File: config.mk
export PLATFORM = sky130hd
export DESIGN_NAME = pipe_skid_stage
export DESIGN_NICKNAME = d
export VERILOG_FILES = /design/src/rtl/pipe_pkg.sv /design/src/rtl/pipe_sat_cnt.sv /design/src/rtl/pipe_skid_stage.sv
export SDC_FILE = /design/constraint.sdc
export NUM_CORES = 1
export LEC_CHECK = 0
export BUFFER_PORTS_ARGS = -buffer_cell sky130_fd_sc_hd__buf_4
export CAP_MARGIN = 20
export CORE_UTILIZATION = 45
export CTS_CLUSTER_SIZE = 40
export DETAILED_ROUTE_END_ITERATION = 10
export PLACE_DENSITY_LB_ADDON = 0.25
export SLEW_MARGIN = 20
export SYNTH_ARGS = -nofsm -noshare
export SYNTH_HDL_FRONTEND = slang
export SYNTH_SLANG_ARGS = --single-unit
File: constraint.sdc
create_clock -name clk -period 2.35 [get_ports clk]
set_input_delay 0.47 -clock clk [delete_from_list [all_inputs] [get_ports clk]]
set_output_delay 0.47 -clock clk [all_outputs]
set_load 0.005 [all_outputs]
File: src/rtl/pipe_pkg.sv
// Shared definitions for the pipeline stage registers: skid state encoding
// and the control-bundle bit positions every stage agrees on.
package pipe_pkg;

    typedef enum logic [1:0] {
        ST_EMPTY = 2'd0,
        ST_BUSY  = 2'd1,
        ST_FULL  = 2'd2
    } pipe_state_t;

    localparam int CTRL_WREG   = 0;
    localparam int CTRL_M2REG  = 1;
    localparam int CTRL_WMEM   = 2;
    localparam int CTRL_ALUIMM = 3;
    localparam int CTRL_SHIFT  = 4;
    localparam int CTRL_JAL    = 5;

endpackage

File: src/rtl/pipe_sat_cnt.sv
// Saturating up-counter with a synchronous clear; clear wins over increment.
module pipe_sat_cnt #(
    parameter int WIDTH = 16
) (
    input  logic             clk,
    input  logic             clrn,
    input  logic             inc,
    input  logic             clr,
    output logic [WIDTH-1:0] count
);

    logic [WIDTH-1:0] cnt_q;
    logic [WIDTH-1:0] cnt_d;

    always_comb begin
        cnt_d = cnt_q;
        if (clr) begin
            cnt_d = '0;
        end else if (inc && (cnt_q != {WIDTH{1'b1}})) begin
            cnt_d = cnt_q + WIDTH'(1);
        end
    end

    always_ff @(posedge clk or negedge clrn) begin
        if (!clrn) begin
            cnt_q <= '0;
        end else begin
            cnt_q <= cnt_d;
        end
    end

    assign count = cnt_q;

endmodule

File: src/rtl/pipe_skid_stage.sv
// Two-entry skid pipeline register with valid/ready handshake, bubble-inserting
// flush and a saturating backpressure (stall) counter.
module pipe_skid_stage
    import pipe_pkg::*;
#(
    parameter int DATA_W  = 32,
    parameter int CTRL_W  = 8,
    parameter int STALL_W = 16
) (
    input  logic               clk,
    input  logic               clrn,
    input  logic               in_valid,
    output logic               in_ready,
    input  logic [CTRL_W-1:0]  in_ctrl,
    input  logic [DATA_W-1:0]  in_data,
    output logic               out_valid,
    input  logic               out_ready,
    output logic [CTRL_W-1:0]  out_ctrl,
    output logic [DATA_W-1:0]  out_data,
    input  logic               flush,
    input  logic               clr_stats,
    output logic [STALL_W-1:0] stall_cnt
);

    pipe_state_t       state_q,     state_d;
    logic              in_ready_q,  in_ready_d;
    logic              out_valid_q, out_valid_d;
    logic [CTRL_W-1:0] main_ctrl_q, main_ctrl_d;
    logic [CTRL_W-1:0] skid_ctrl_q, skid_ctrl_d;
    logic [DATA_W-1:0] main_data_q, main_data_d;
    logic [DATA_W-1:0] skid_data_q, skid_data_d;

    logic accept;
    logic emit;
    logic ld_main_in;
    logic ld_main_skid;
    logic ld_skid_in;
    logic stall_inc;

    assign accept = in_valid & in_ready_q;
    assign emit   = out_valid_q & out_ready;

    // Control path: ctrl of an unoccupied slot is always zero, so out_ctrl
    // reads 0 whenever out_valid is low without any output gating.
    always_comb begin
        state_d      = state_q;
        main_ctrl_d  = main_ctrl_q;
        skid_ctrl_d  = skid_ctrl_q;
        ld_main_in   = 1'b0;
        ld_main_skid = 1'b0;
        ld_skid_in   = 1'b0;
        if (flush) begin
            state_d     = ST_EMPTY;
            main_ctrl_d = '0;
            skid_ctrl_d = '0;
        end else begin
            case (state_q)
                ST_EMPTY: begin
                    if (accept) begin
                        state_d     = ST_BUSY;
                        main_ctrl_d = in_ctrl;
                        ld_main_in  = 1'b1;
                    end
                end
                ST_BUSY: begin
                    if (accept && emit) begin
                        main_ctrl_d = in_ctrl;
                        ld_main_in  = 1'b1;
                    end else if (accept) begin
                        state_d     = ST_FULL;
                        skid_ctrl_d = in_ctrl;
                        ld_skid_in  = 1'b1;
                    end else if (emit) begin
                        state_d     = ST_EMPTY;
                        main_ctrl_d = '0;
                    end
                end
                ST_FULL: begin
                    if (emit) begin
                        state_d      = ST_BUSY;
                        main_ctrl_d  = skid_ctrl_q;
                        skid_ctrl_d  = '0;
                        ld_main_skid = 1'b1;
                    end
                end
                default: begin
                    state_d     = ST_EMPTY;
                    main_ctrl_d = '0;
                    skid_ctrl_d = '0;
                end
            endcase
        end
        in_ready_d  = (state_d != ST_FULL);
        out_valid_d = (state_d != ST_EMPTY);
    end

    always_ff @(posedge clk or negedge clrn) begin
        if (!clrn) begin
            state_q     <= ST_EMPTY;
            in_ready_q  <= 1'b1;
            out_valid_q <= 1'b0;
            main_ctrl_q <= '0;
            skid_ctrl_q <= '0;
        end else begin
            state_q     <= state_d;
            in_ready_q  <= in_ready_d;
            out_valid_q <= out_valid_d;
            main_ctrl_q <= main_ctrl_d;
            skid_ctrl_q <= skid_ctrl_d;
        end
    end

    // Data path only follows the load strobes; flush leaves it untouched.
    always_comb begin
        main_data_d = main_data_q;
        skid_data_d = skid_data_q;
        if (ld_main_in) begin
            main_data_d = in_data;
        end else if (ld_main_skid) begin
            main_data_d = skid_data_q;
        end
        if (ld_skid_in) begin
            skid_data_d = in_data;
        end
    end

    always_ff @(posedge clk or negedge clrn) begin
        if (!clrn) begin
            main_data_q <= '0;
            skid_data_q <= '0;
        end else begin
            main_data_q <= main_data_d;
            skid_data_q <= skid_data_d;
        end
    end

    assign stall_inc = out_valid_q & ~out_ready & ~flush;

    pipe_sat_cnt #(
        .WIDTH (STALL_W)
    ) u_stall_cnt (
        .clk   (clk),
        .clrn  (clrn),
        .inc   (stall_inc),
        .clr   (clr_stats),
        .count (stall_cnt)
    );

    assign in_ready  = in_ready_q;
    assign out_valid = out_valid_q;
    assign out_ctrl  = main_ctrl_q;
    assign out_data  = main_data_q;

endmodule

# Word-level counts from Yosys, hierarchy flattened
# Index checks and enable logic that the tools add are counted.
[word_totals]
output_inout_bits = 58
reg_bits = 100
input_bits = 46
wordCells = 65
[op_classes]
mux = 31
add_sub_neg = 1
bitwise = 6
eq_ne = 11
n_reduce_logical = 8
[op_table]
columns = ["cell", "count"]
rows = [
  ["two-way mux 32 bit", 2],
  ["two-way mux 8 bit", 8],
  ["case mux 8 bit (3 select lines)", 2],
  ["two-way mux 16 bit", 2],
  ["adder 16 x 1 -> 16 bit (second input constant)", 1],
  ["inequality test 16 bit (second input constant)", 1],
  ["two-way mux 2 bit", 6],
  ["inequality test 3 bit (second input constant)", 4],
  ["two-way mux 1 bit", 9],
  ["inequality test 4 bit (second input constant)", 2],
  ["AND reduction 4 bit", 2],
  ["case mux 2 bit (3 select lines)", 1],
  ["nonzero test 2 bit", 3],
  ["AND 1 bit", 4],
  ["inequality test 2 bit (second input constant)", 2],
  ["equality test 2 x 1 -> 1 bit (second input constant)", 1],
  ["equality test 2 bit (second input constant)", 1],
  ["logical AND 1 bit", 2],
  ["zero test 2 bit", 1],
  ["NOT 1 bit", 2],
  ["case mux 1 bit (2 select lines)", 1],
]

# Depth between registers and ports, before layout
# Gate-level depths: netlist of the first run.
[logic_depth]
ltp_word = 7
mapped_depth = 7
ltp_nobuf = 5

# Cells and area by module
# Synthesis of the first run repeated with hierarchy kept, for this count alone.
[unflattened]
hier_cells = 372
area_unflattened_um2 = 4859.7
[by_module_without_submodules]
columns = ["mod", "area_each_um2", "n_inst", "cells_per_inst"]
rows = [
  ["pipe_skid_stage", 3917.5, 1, 274],
  ["pipe_sat_cnt", 942.2, 1, 98],
]

# Worst setup path after synthesis of the first run
# OpenSTA, ideal clock, no wires.
[synth_timing]
path_kind = "input -> register"
start = "input flush"
end = "register u_stall_cnt.cnt_q[11], in the netlist u_stall_cnt.count[11]"
cell_stages = 6
t_arrival_ns = 2.210
setup_slack_ns = 0.062
t_required_ns = 2.272
path_buffers = 2
cell_sequence = "buf_6 -> or3b_1 -> buf_2 -> or4_4 -> or4_1 -> a21oi_1"
[synth_between]
elab_chain_cells = 4
[synth_rtl]
columns = ["item", "line_no", "text"]
rows = [
  ["from (decl)", "pipe_skid_stage.sv:20", "input logic flush,"],
  ["NOT 1 bit", "pipe_skid_stage.sv:137", "assign stall_inc = out_valid_q & ~out_ready & ~flush;"],
  ["AND 1 bit", "pipe_skid_stage.sv:137", ""],
  ["logical AND 1 bit", "pipe_sat_cnt.sv:19", "end else if (inc && (cnt_q != {WIDTH{1'b1}})) begin"],
  ["nonzero test 2 bit (no source line)", "--", ""],
  ["to (signal assigned)", "pipe_sat_cnt.sv:28", "cnt_q <= cnt_d;"],
  ["to (decl)", "pipe_sat_cnt.sv:12", "logic [WIDTH-1:0] cnt_q;"],
]
# Every way passes these cells.
# A chain may end at the register's enable or synchronous reset.

# Worst setup path in the final report of the first run
[layout_timing]
start = "register out_valid_q, in the netlist out_valid"
end = "register u_stall_cnt.cnt_q[11], in the netlist u_stall_cnt.count[11]"
[layout_between]
elab_chain_cells = 4
[layout_rtl]
columns = ["item", "line_no", "text"]
rows = [
  ["from (decl)", "pipe_skid_stage.sv:27", "logic out_valid_q, out_valid_d;"],
  ["from (signal assigned)", "pipe_skid_stage.sv:107", "out_valid_q <= out_valid_d;"],
  ["AND 1 bit (2 in a row)", "pipe_skid_stage.sv:137", ""],
  ["logical AND 1 bit", "pipe_sat_cnt.sv:19", ""],
  ["nonzero test 2 bit (no source line)", "--", ""],
]
# Every way passes these cells.

==> metrics.md, run 1 <==
| Metric | Value |
|---|---|
| Final setup viols | 0 |
| Clock sinks | 100 |
| Highest metal used | met4 |
| Worst-Margin Slew | between 600 and 700 ps |
| Initial DRC Count | 91 |
| Cts hold-fix bufs | 0 |
| Die Wd | about 100 um |
| Critical path peak fanout | 6 |
| Slew Limit Fails | 0 |
| RSZ-0062 raised after global routing | false |
| Min Hold Slack | between 7 and 8 ps |
| Routed met3 length | ~410 um |
| H-tree levels | 3 |
| GPL Wtd Cong | between 0.7 and 0.8 |
| IR Drop Worst-Case VDD | 0.4293 mV |
| Synth cell count leaders | 99 x dfrtp_1, 43 x inv_1, 41 x mux2i_1 |
| Antenna Violating Nets Remaining | 0 |
| # rows | 36 |
| Syn Nets | 459 |
| Die ar. | 0.01062 mm2 |
| Vias | around 3400 |
| Yosys cell types | 44 |
| Largest net degree at the start of global routing | 76 |
| Ys Warns | 0 |
| HP Class | in2async |
| Crit share post-route | roughly 90% |
| LEAKAGE | ~2.7 nW |
| Cell with the most instances after synthesis | dfrtp_1 |
| Final WL | 10.00 mm |
| Cell Pwr Density | approximately 920 mW/mm2 |
| Post-synth top area cell | dfrtp_1 |
| Post-synth EDFFs | 0 |
| Clk_skew | between 10 and 15 ps |
| CP Capture Type | register |
| Total congestion overflow | 0 |
| Inserted Diodes | 0 |
| Layout Nets | about 560 |
| Post-route setup TNS | 0 ps |
| Dpl cells | roughly 630 |
| DR pass1 iterations | 4 |
| Synth top area share | ~54% |
| Post-CTS Setup Repair Bufs | 0 |
| Synth Register Bits | 100 |
| Top cells by area, synth | dfrtp_1 54%, mux2i_1 8.9%, mux2_2 8.3% |
| Core outline area | a little under 0.01 mm2 |
| CTS root buf | clkbuf_8 |
| Fmax | 0.4727 GHz |
| Slowest CP cell | or4_4 |
| Post-synthesis async set-or-reset flop share | between 90% and 100% |
| Final Total Pwr | 0.005313 W |
| Vias in the first global route | roughly 3300 |
| Synthesized area per cell | roughly 11 um2 |
| Initial Util | 46.80% |
| GRT Overall Usage | 19.61% |
| CP required | 2630 ps |
| Data arrival, critical path | roughly 2400 ps |
| Status | completed |
| IO buf count | roughly 100 |
| Detailed Place HPWL | around 6.7 mm |
| Met2 Routed Length | approximately 4.7 mm |
| CP Launch Type | register |
| Slew headroom | about 56% |
| First-pass GRT wire length | 16.07 mm |
| Cell Count, Final, Fillers Out | between 600 and 700 |
| Max Cap Violations | 0 |
| Synth-to-Final Area Change | 25.59% |
| DR WL/cell | ~15 um |
| Cts repair resizes | 0 |
| Clock transition at path regs | 100 ps |
| Largest stage delay, worst path | roughly 550 ps |
| Fin crit period | 2115 ps |
| Post-synthesis instance area | 0.004596 mm2 |
| TritonCTS buffer count | 9 |
| Cells after Synth | 412 |
| Final Hold Vio Count | 0 |
| Initial antenna violation count | 0 |
| Post-Route M1 WL | between 4 and 5 mm |
| Crit path cell chain | or3b_1, or4_4, or4_1, a21oi_1 |
| Clk buf depth | 2 |
| # IOs | about 100 |
| Top_reg_cell synth | dfrtp_1 |
| Share of layout cells above drive strength 1 | a little over a third |
| Drt via density | 5.303 |
| Drc violations | 0 |
| Die Span Y | approximately 100 um |
| Setup CP Type | reg2reg |
| CTS tree | yes |
| Clock Latency Late Sink | ~360 ps |
| Register area share after synthesis | a little over half |
power breakdown:
group / internal (W) / switching, W
Combinational: 0.000921 / 0.000645
Sequential: 0.00230 / 0.000319
Clock: 0.000510 / 0.000623
Total: 0.00373 / 0.00159
logic make-up after synthesis:
| family | after synthesis | share of synthesized area, % |
|---|---|---|
| adder cells (fa/ha/maj) | 1 | 0.2722 |
| buffers and inverters | 72 | 6.153 |
| AO/OA/AOI/OAI | 88 | 12.42 |
| multiplexers | 75 | 17.26 |
| AND/OR/NAND/NOR | 74 | 9.039 |
| flip-flops | 100 | 54.48 |
| XOR/XNOR | 2 | 0.3812 |
placed cells by master, fill, tap and decap left out, types with 3 or more instances in the layout:
| cell type | instances |
|---|---|
| clkbuf_8 | 9 |
| o2bb2ai_1 | 8 |
| buf_4 | 116 |
| nand3_1 | 7 |
| a21oi_1 | 14 |
| or4_1 | 5 |
| or2_2 | 3 |
| nor2_1 | 10 |
| inv_6 | 3 |
| a22oi_1 | 8 |
| or3_1 | 6 |
| o21ai_0 | 10 |
| dfrtp_1 | 99 |
| mux2i_1 | 41 |
| nand4_1 | 5 |
| nor2b_1 | 4 |
| nor4_1 | 5 |
| inv_1 | 43 |
| mux2_2 | 34 |
| o22ai_1 | 33 |
| o31ai_1 | 5 |
| nand2_1 | 17 |
final timing paths:
check,startpoint,end,slack (ps),cells after the start
worst max-delay path,out_valid,u_stall_cnt.count[11],230,4
worst min-delay path,clrn,u_stall_cnt.count[13],8,1
worst max register to register,out_valid,u_stall_cnt.count[11],230,4
max in group asynchronous,clrn,in_ready,1590,2
min in group clk,flush,out_valid,310,2
worst min register to register,out_ctrl[1],out_ctrl[1],500,1
routing by layer:
metal | GRT usage [%] | up-vias
met4 | 5.850 | 0
met2 | 31.23 | 82
met5 | 0 | -
li1 | - | 1675
met3 | 3.729 | 8
met1 | 27.33 | 1682
worst max-delay path, delay by kind of cell, from the launching register on:
| family | cells | cell delay [ps] |
|---|---|---|
| DFF | 1 | 430 |
| and+or+nand+nor | 3 | 1450 |
| AOI/OAI and AO/OA | 1 | 160 |
state kept, by name, indices dropped and copies added (netlist names):
name and count:
in_ready 1, out_valid 1, out_ctrl 8, skid_ctrl_q 8, out_data 32, skid_data_q 32
state_q 2, u_stall_cnt.count 16
stage by stage:
| stage | utilization, % | worst slack (ps) | cell area (um2) |
|---|---|---|---|
| 6_report | 58.78 | 234.6 | 5772 |
| 5_1_grt | 58.78 | 149.6 | 5772 |
| 4_1_cts | 58.78 | 234.3 | 5772 |
| 3_5_place_dp | 56.70 | 27.30 | 5568 |
| 3_3_place_gp | 56.70 | 71.50 | 5568 |
| 2_1_floorplan | - | 62.28 | 4596 |
area by class of cell:
class                      instances  area [um2]
clock inverter                     7       80.08
fill                             835        4048
tap                              133       166.4
clock buffer                       9       123.9
inverter                          43       161.4
multi-input combinational        240        1826
sequential                       100        2504
timing repair buffer             118       910.9
Power figures use the tool's default switching activity.
==> inputs of run 2 (changes only) <==
==> constraint.sdc (replaced) <==
create_clock -name clk -period 1.9 [get_ports clk]
set_input_delay 0.38 -clock clk [delete_from_list [all_inputs] [get_ports clk]]
set_output_delay 0.38 -clock clk [all_outputs]
set_load 0.005 [all_outputs]
==> run 2 against run 1 <==
Compared with the run above: the flow now finishes with violations (negative setup slack); final cell count rose by 3.1%; power rose by 22%; sequential cell count did not move; sequential share of layout area fell by 1.8 points; critical endpoint unchanged.
==> metrics.md, run 2 (synthesized netlist as in run 1, its figures left out) <==
| Metric | Value |
|---|---|
| LEAKAGE | 2.789 nW (was 2.653 nW) |
| Commonest non-fill, non-tap cells in the layout | 133 x buf_4, 99 x dfrtp_1, 43 x inv_1 (was 116 x buf_4, 99 x dfrtp_1, 43 x inv_1) |
| HP Class | in2async (unchanged) |
| Clock Latency Late Sink | 360 ps (about the same) |
| H-tree levels | 3 (unchanged) |
| Buf/Inv on CP | 0 (unchanged) |
| Slew headroom | 63.15% (was 56.23%) |
| R2R depth | 4 (unchanged) |
| CTS root buf | clkbuf_8 (unchanged) |
| Drt via density | 5.252 (was 5.303) |
| Total congestion overflow | 0 (unchanged) |
| Post-CTS Setup Repair Bufs | 0 (unchanged) |
| TritonCTS buffer count | 9 (unchanged) |
| Fmax | 0.5230 GHz (was 0.4727 GHz) |
| CP Launch Type | register (unchanged) |
| Cts hold-fix bufs | 0 (unchanged) |
| Antenna Violating Nets Remaining | 0 (unchanged) |
| Cell Pwr Density | 1080 mW/mm2 (was 920.5 mW/mm2) |
| CP required | 2200 ps (was 2630 ps) |
| Commonest non-fill, non-tap cell in the layout | buf_4 (unchanged) |
| Largest stage delay, worst path | 540 ps (was 550 ps) |
| Die Span Y | 103.1 um (unchanged) |
| Slew Limit Fails | 0 (unchanged) |
| Core outline area | 0.009819 mm2 (unchanged) |
| Clock sinks | 100 (unchanged) |
| Max Cap Violations | 0 (unchanged) |
| Layout Nets | 580 (was 559) |
| Inserted Diodes | 0 (unchanged) |
| Initial Util | 46.80% (unchanged) |
| Largest net degree at the start of global routing | 101 (was 76) |
| Final Hold Vio Count | 0 (unchanged) |
| First-pass GRT wire length | 16.40 mm (was 16.07 mm) |
| # IOs | 104 (unchanged) |
| CP Capture Type | register (unchanged) |
| IR Drop Worst-Case VDD | 0.5711 mV (was 0.4293 mV) |
| DR WL/cell | 15.26 um (was 15.39 um) |
| Violated checks | negative setup slack |
| Fin crit period | 1912 ps (was 2115 ps) |
| Worst-Margin Slew | 552.8 ps (was 656.6 ps) |
| Clk buf depth | 2 (unchanged) |
| Status | finished with violations (was completed) |
| Detailed Place HPWL | 6.818 mm (was 6.664 mm) |
| Setup CP Type | reg2reg (unchanged) |
| # rows | 36 (unchanged) |
| Cell Count, Final, Fillers Out | 670 (was 650) |
| DR pass1 iterations | 4 (unchanged) |
| Initial antenna violation count | 0 (unchanged) |
| Dpl cells | 655 (was 634) |
| Slowest CP cell | or4_4 (unchanged) |
| Drc violations | 0 (unchanged) |
| Die Wd | 103.1 um (unchanged) |
| Clock transition at path regs | 110 ps (was 100 ps) |
| Critical path's most frequent cell | or4_4 |
| CP top delay family | simple AND/OR/NAND/NOR gates (unchanged) |
| RSZ-0062 raised after global routing | true (was false) |
| Data arrival, critical path | 2210 ps (was 2400 ps) |
| Clk_skew | 16.92 ps (was 13.89 ps) |
| Critical path peak fanout | 4 (was 6) |
| Post-route setup TNS | -11.92 ps (was 0 ps) |
| GPL Wtd Cong | 0.7654 (was 0.7550) |
| Final WL | 10.22 mm (was 10.00 mm) |
| Synth-to-Final Area Change | 30.93% (was 25.59%) |
| GRT Overall Usage | 19.98% (was 19.61%) |
| CTS tree | yes (unchanged) |
| Die ar. | 0.01062 mm2 (unchanged) |
| Vias in the first global route | 3508 (was 3325) |
| Crit. path cell count | 4 (unchanged) |
| IO buf count | 103 (unchanged) |
| Fin worst setup slack | -11.92 ps (was 234.6 ps) |
| Initial DRC Count | 124 (was 91) |
| Vias | 3519 (was 3447) |
| Share of layout cells above drive strength 1 | 38.92% (was 34.82%) |
| Crit path cell chain | or3b_4, or4_4, or4_4, a21oi_2 (was or3b_1, or4_4, or4_1, a21oi_1) |
| Final setup viols | 1 (was 0) |
| Crit share post-route | 100.6% (was 90.02%) |
-- run 2: final cells by class --
type	count	area, um2
fill	829	3802
sequential	100	2504
multi-input combinational	240	1894
timing repair buffer	139	1110
tap	133	166.4
inverter	43	161.4
clock buffer	9	123.9
clock inverter	6	57.56
-- run 2: report_power, final --
group / total, W / internal, W / switching (W)
clock network: 0.00127 / 0.000497 / 0.000776
registers: 0.00322 / 0.00284 / 0.000380
logic: 0.00201 / 0.00118 / 0.000823
-- run 2: worst paths after layout --
path / start / slack [ps] / end
max: out_valid / -10 / u_stall_cnt.count[11]
min: clrn / 30 / u_stall_cnt.count[11]
max reg2reg: out_valid / -10 / u_stall_cnt.count[11]
min reg2reg: out_ctrl[5] / 500 / out_ctrl[5]
max in group asynchronous: clrn / 1410 / in_ready
min in group clk: in_data[27] / 250 / skid_data_q[27]
-- run 2: repair_timing --
| action | CTS | global route |
|---|---|---|
| cloned | 0 | 0 |
| pin swaps | 0 | 4 |
| gates resized for setup | 3 | 8 |
| endpoints found under the setup margin | 2 | 7 |
-- run 2: through the flow --
step	setup WS (ps)	utilization [%]	power [W]	hold slack [ps]	area (um2)
floorplan	-245.2	-	0.004264	84.41	4621
global placement	-173.2	58.82	0.005181	477.6	5776
detailed placement	-226.5	58.82	0.005279	474.7	5776
CTS	-28.19	60.79	0.006570	71.38	5969
global route	-79.59	61.28	0.006954	90.59	6017
finish	-11.92	61.28	0.006500	28.40	6017
-- run 2: metal layers --
metal	track usage, %	vias to the layer above	share of wire, %
met1	26.77	1725	47
met4	7.909	0	1.1
li1	-	1705	-
met3	2.915	11	3.1
met5	0	-	0
met2	32.82	78	48
==> inputs of run 3 (changes only) <==
--- a/config.mk
+++ b/config.mk
@@ -15,3 +15,4 @@
 export SYNTH_ARGS = -nofsm -noshare
 export SYNTH_HDL_FRONTEND = slang
 export SYNTH_SLANG_ARGS = --single-unit
+export TNS_END_PERCENT = 5
==> run 3 against run 2 <==
Compared with the run above: the flow now finishes without violations; non-clock buffer count did not move; cell area fell by 0.60%; fmax rose by 2.1%; sequential power barely moved; clock-buffer cell count rose by 1; critical path type unchanged; sequential share of layout area rose by 0.25 points; core utilization fell by 0.37 points; register-to-register slack improved by 40 ps; via count rose by 1.0%; routed wire length fell by 0.68%; clock skew fell by 1.4 ps.
==> metrics.md, run 3 (synthesized netlist as in run 1, its figures left out) <==
| Metric | Value |
|---|---|
| IR Drop Worst-Case VDD | 0.7560 mV (was 0.5711 mV) |
| Synth-to-Final Area Change | 30.14% (was 30.93%) |
| # IOs | 104 (unchanged) |
| Vias in the first global route | 3567 (was 3508) |
| Vias | 3555 (was 3519) |
| Die Span Y | 103.1 um (unchanged) |
| Clock transition at path regs | 110 ps (about the same) |
| CP Launch Type | register (unchanged) |
| Clock sinks | 100 (unchanged) |
| Layout Utilization | 60.91% (was 61.28%) |
| Max Cap Violations | 0 (unchanged) |
| Final WL | 10.15 mm (was 10.22 mm) |
| Die ar. | 0.01062 mm2 (unchanged) |
| Slew Limit Fails | 0 (unchanged) |
| Core outline area | 0.009819 mm2 (unchanged) |
| Setup CP Type | reg2reg (unchanged) |
| Layout Nets | 580 (unchanged) |
| DR pass1 iterations | 4 (unchanged) |
| Worst Hold End | skid_data_q[9] |
| Crit path cell chain | or3b_4, or3_4, or4_1, a21oi_2 (was or3b_4, or4_4, or4_4, a21oi_2) |
| CP required | 2190 ps (was 2200 ps) |
| Drc violations | 0 (unchanged) |
| R2R depth | 4 (unchanged) |
| HP Start | in_data[9] |
| H-tree levels | 3 (unchanged) |
| Data arrival, critical path | 2160 ps (was 2210 ps) |
| Fin crit period | 1872 ps (was 1912 ps) |
| Worst-Margin Slew | 412.7 ps (was 552.8 ps) |
| Clk buf depth | 2 (unchanged) |
| Inserted Diodes | 0 (unchanged) |
| RSZ-0062 raised after global routing | true (unchanged) |
| Largest stage delay, worst path | 520 ps (was 540 ps) |
| HP Class | in2reg (was in2async) |
| Fmax | 0.5342 GHz (was 0.5230 GHz) |
| Share of layout cells above drive strength 1 | 38.10% (was 38.92%) |
| Status | completed (was finished with violations) |
| Die Wd | 103.1 um (unchanged) |
| Slowest CP cell | or4_1 (was or4_4) |
| GPL Wtd Cong | 0.8201 (was 0.7654) |
| Initial Util | 46.80% (unchanged) |
| CP Capture Type | register (unchanged) |
| Clk_skew | 15.55 ps (was 16.92 ps) |
| Final Hold Vio Count | 0 (unchanged) |
| Commonest non-fill, non-tap cell in the layout | buf_4 (unchanged) |
| CTS tree | yes (unchanged) |
| Crit share post-route | 98.52% (was 100.6%) |
| # rows | 36 (unchanged) |
| WHS Path Cells | 2 |
| DR WL/cell | 15.13 um (was 15.26 um) |
| Largest net degree at the start of global routing | 43 (was 101) |
| Buf/Inv on CP | 0 (unchanged) |
| Initial antenna violation count | 0 (unchanged) |
| Final setup viols | 0 (was 1) |
| Clock Latency Late Sink | 360 ps (about the same) |
| TritonCTS buffer count | 9 (unchanged) |
| Detailed Place HPWL | 6.997 mm (was 6.818 mm) |
| Commonest non-fill, non-tap cells in the layout | 132 x buf_4, 99 x dfrtp_1, 43 x inv_1 (was 133 x buf_4, 99 x dfrtp_1, 43 x inv_1) |
| Initial DRC Count | 81 (was 124) |
| Critical path peak fanout | 3 (was 4) |
| Cell Pwr Density | 1094 mW/mm2 (was 1080 mW/mm2) |
| Total congestion overflow | 0 (unchanged) |
| Fin worst setup slack | 28.11 ps (was -11.92 ps) |
| CP top delay family | simple AND/OR/NAND/NOR gates (unchanged) |
| LEAKAGE | 2.766 nW (was 2.789 nW) |
| R2R Path Start | out_valid (unchanged) |
| Antenna Violating Nets Remaining | 0 (unchanged) |
| Slew headroom | 72.24% (was 63.15%) |
| Drt via density | 5.298 (was 5.252) |
| GRT Overall Usage | 20.59% (was 19.98%) |
| IO buf count | 103 (unchanged) |
| RR Endpoint | u_stall_cnt.count[10] (was u_stall_cnt.count[11]) |
| CTS root buf | clkbuf_8 (unchanged) |
| Fillcell total | 850 (was 829) |
| First-pass GRT wire length | 16.76 mm (was 16.40 mm) |
| R2r setup slk | 30 ps (was -10 ps) |
| Pre-CTS setup slack | -257.0 ps (was -226.5 ps) |
## run 3: stage by stage
| step | cells | total power, W | TNS, ps | area [um2] | hold slack [ps] |
|---|---|---|---|---|---|
| CTS | 671 | 0.006621 | -7.938 | 5959 | 233.4 |
| global route | 671 | 0.006995 | -184.3 | 5981 | 236.1 |
| detailed placement | 652 | 0.005290 | -1133 | 5741 | 344.1 |
| finish | 671 | 0.006545 | 0 | 5981 | 254.6 |
| global placement | 652 | 0.005173 | -855.7 | 5741 | 338.1 |
| floorplan | 412 | 0.004263 | -7762 | 4604 | 84.41 |
## run 3: area by class of cell
type / instances / area [um2] / share of cell area [%]
well taps: 133 / 166.4 / 2.782
flip-flops and latches: 100 / 2504 / 41.86
inverters: 43 / 161.4 / 2.699
clock buffers: 10 / 137.6 / 2.301
clock inverters: 6 / 53.80 / 0.8996
repair buffers: 139 / 1112 / 18.60
multi-input cells: 240 / 1846 / 30.86
## run 3: worst max path at each step
stage | start | to | slack, ps | cells after the start
2_1_floorplan | flush | u_stall_cnt.count[11] | -250 | 6
3_3_place_gp | flush | u_stall_cnt.count[11] | -230 | 5
3_5_place_dp | flush | u_stall_cnt.count[11] | -260 | 5
4_1_cts | out_valid | u_stall_cnt.count[11] | -8 | 4
5_1_grt | u_stall_cnt.count[1] | u_stall_cnt.count[10] | -60 | 5
6_report | out_valid | u_stall_cnt.count[10] | 30 | 4
## run 3: where the power goes
part / switching, W / internal, W
clock network: 0.000767 / 0.000536
registers: 0.000385 / 0.00284
logic: 0.000832 / 0.00118
total: 0.00198 / 0.00456
## run 3: layer usage
layer / part of all wire [%] / GRT usage (%) / vias to the layer above / wire length, um
met5: 0 / 0 / - / 0
met4: 1.4 / 8.992 / 0 / 144
met3: 3.3 / 3.322 / 14 / 334
met2: 49 / 33.44 / 85 / 4965
met1: 46 / 27.37 / 1745 / 4708
li1: - / - / 1711 / -
## run 3: what timing repair did
| action | CTS | global route |
|---|---|---|
| setup endpoints to repair | 5 | 37 |
| resized for setup | 1 | 6 |
| pin swaps | 2 | 3 |
| hold buffers | 1 | 0 |
| hold endpoints to repair | 28 | 0 |
| setup buffers | 2 | 0 |
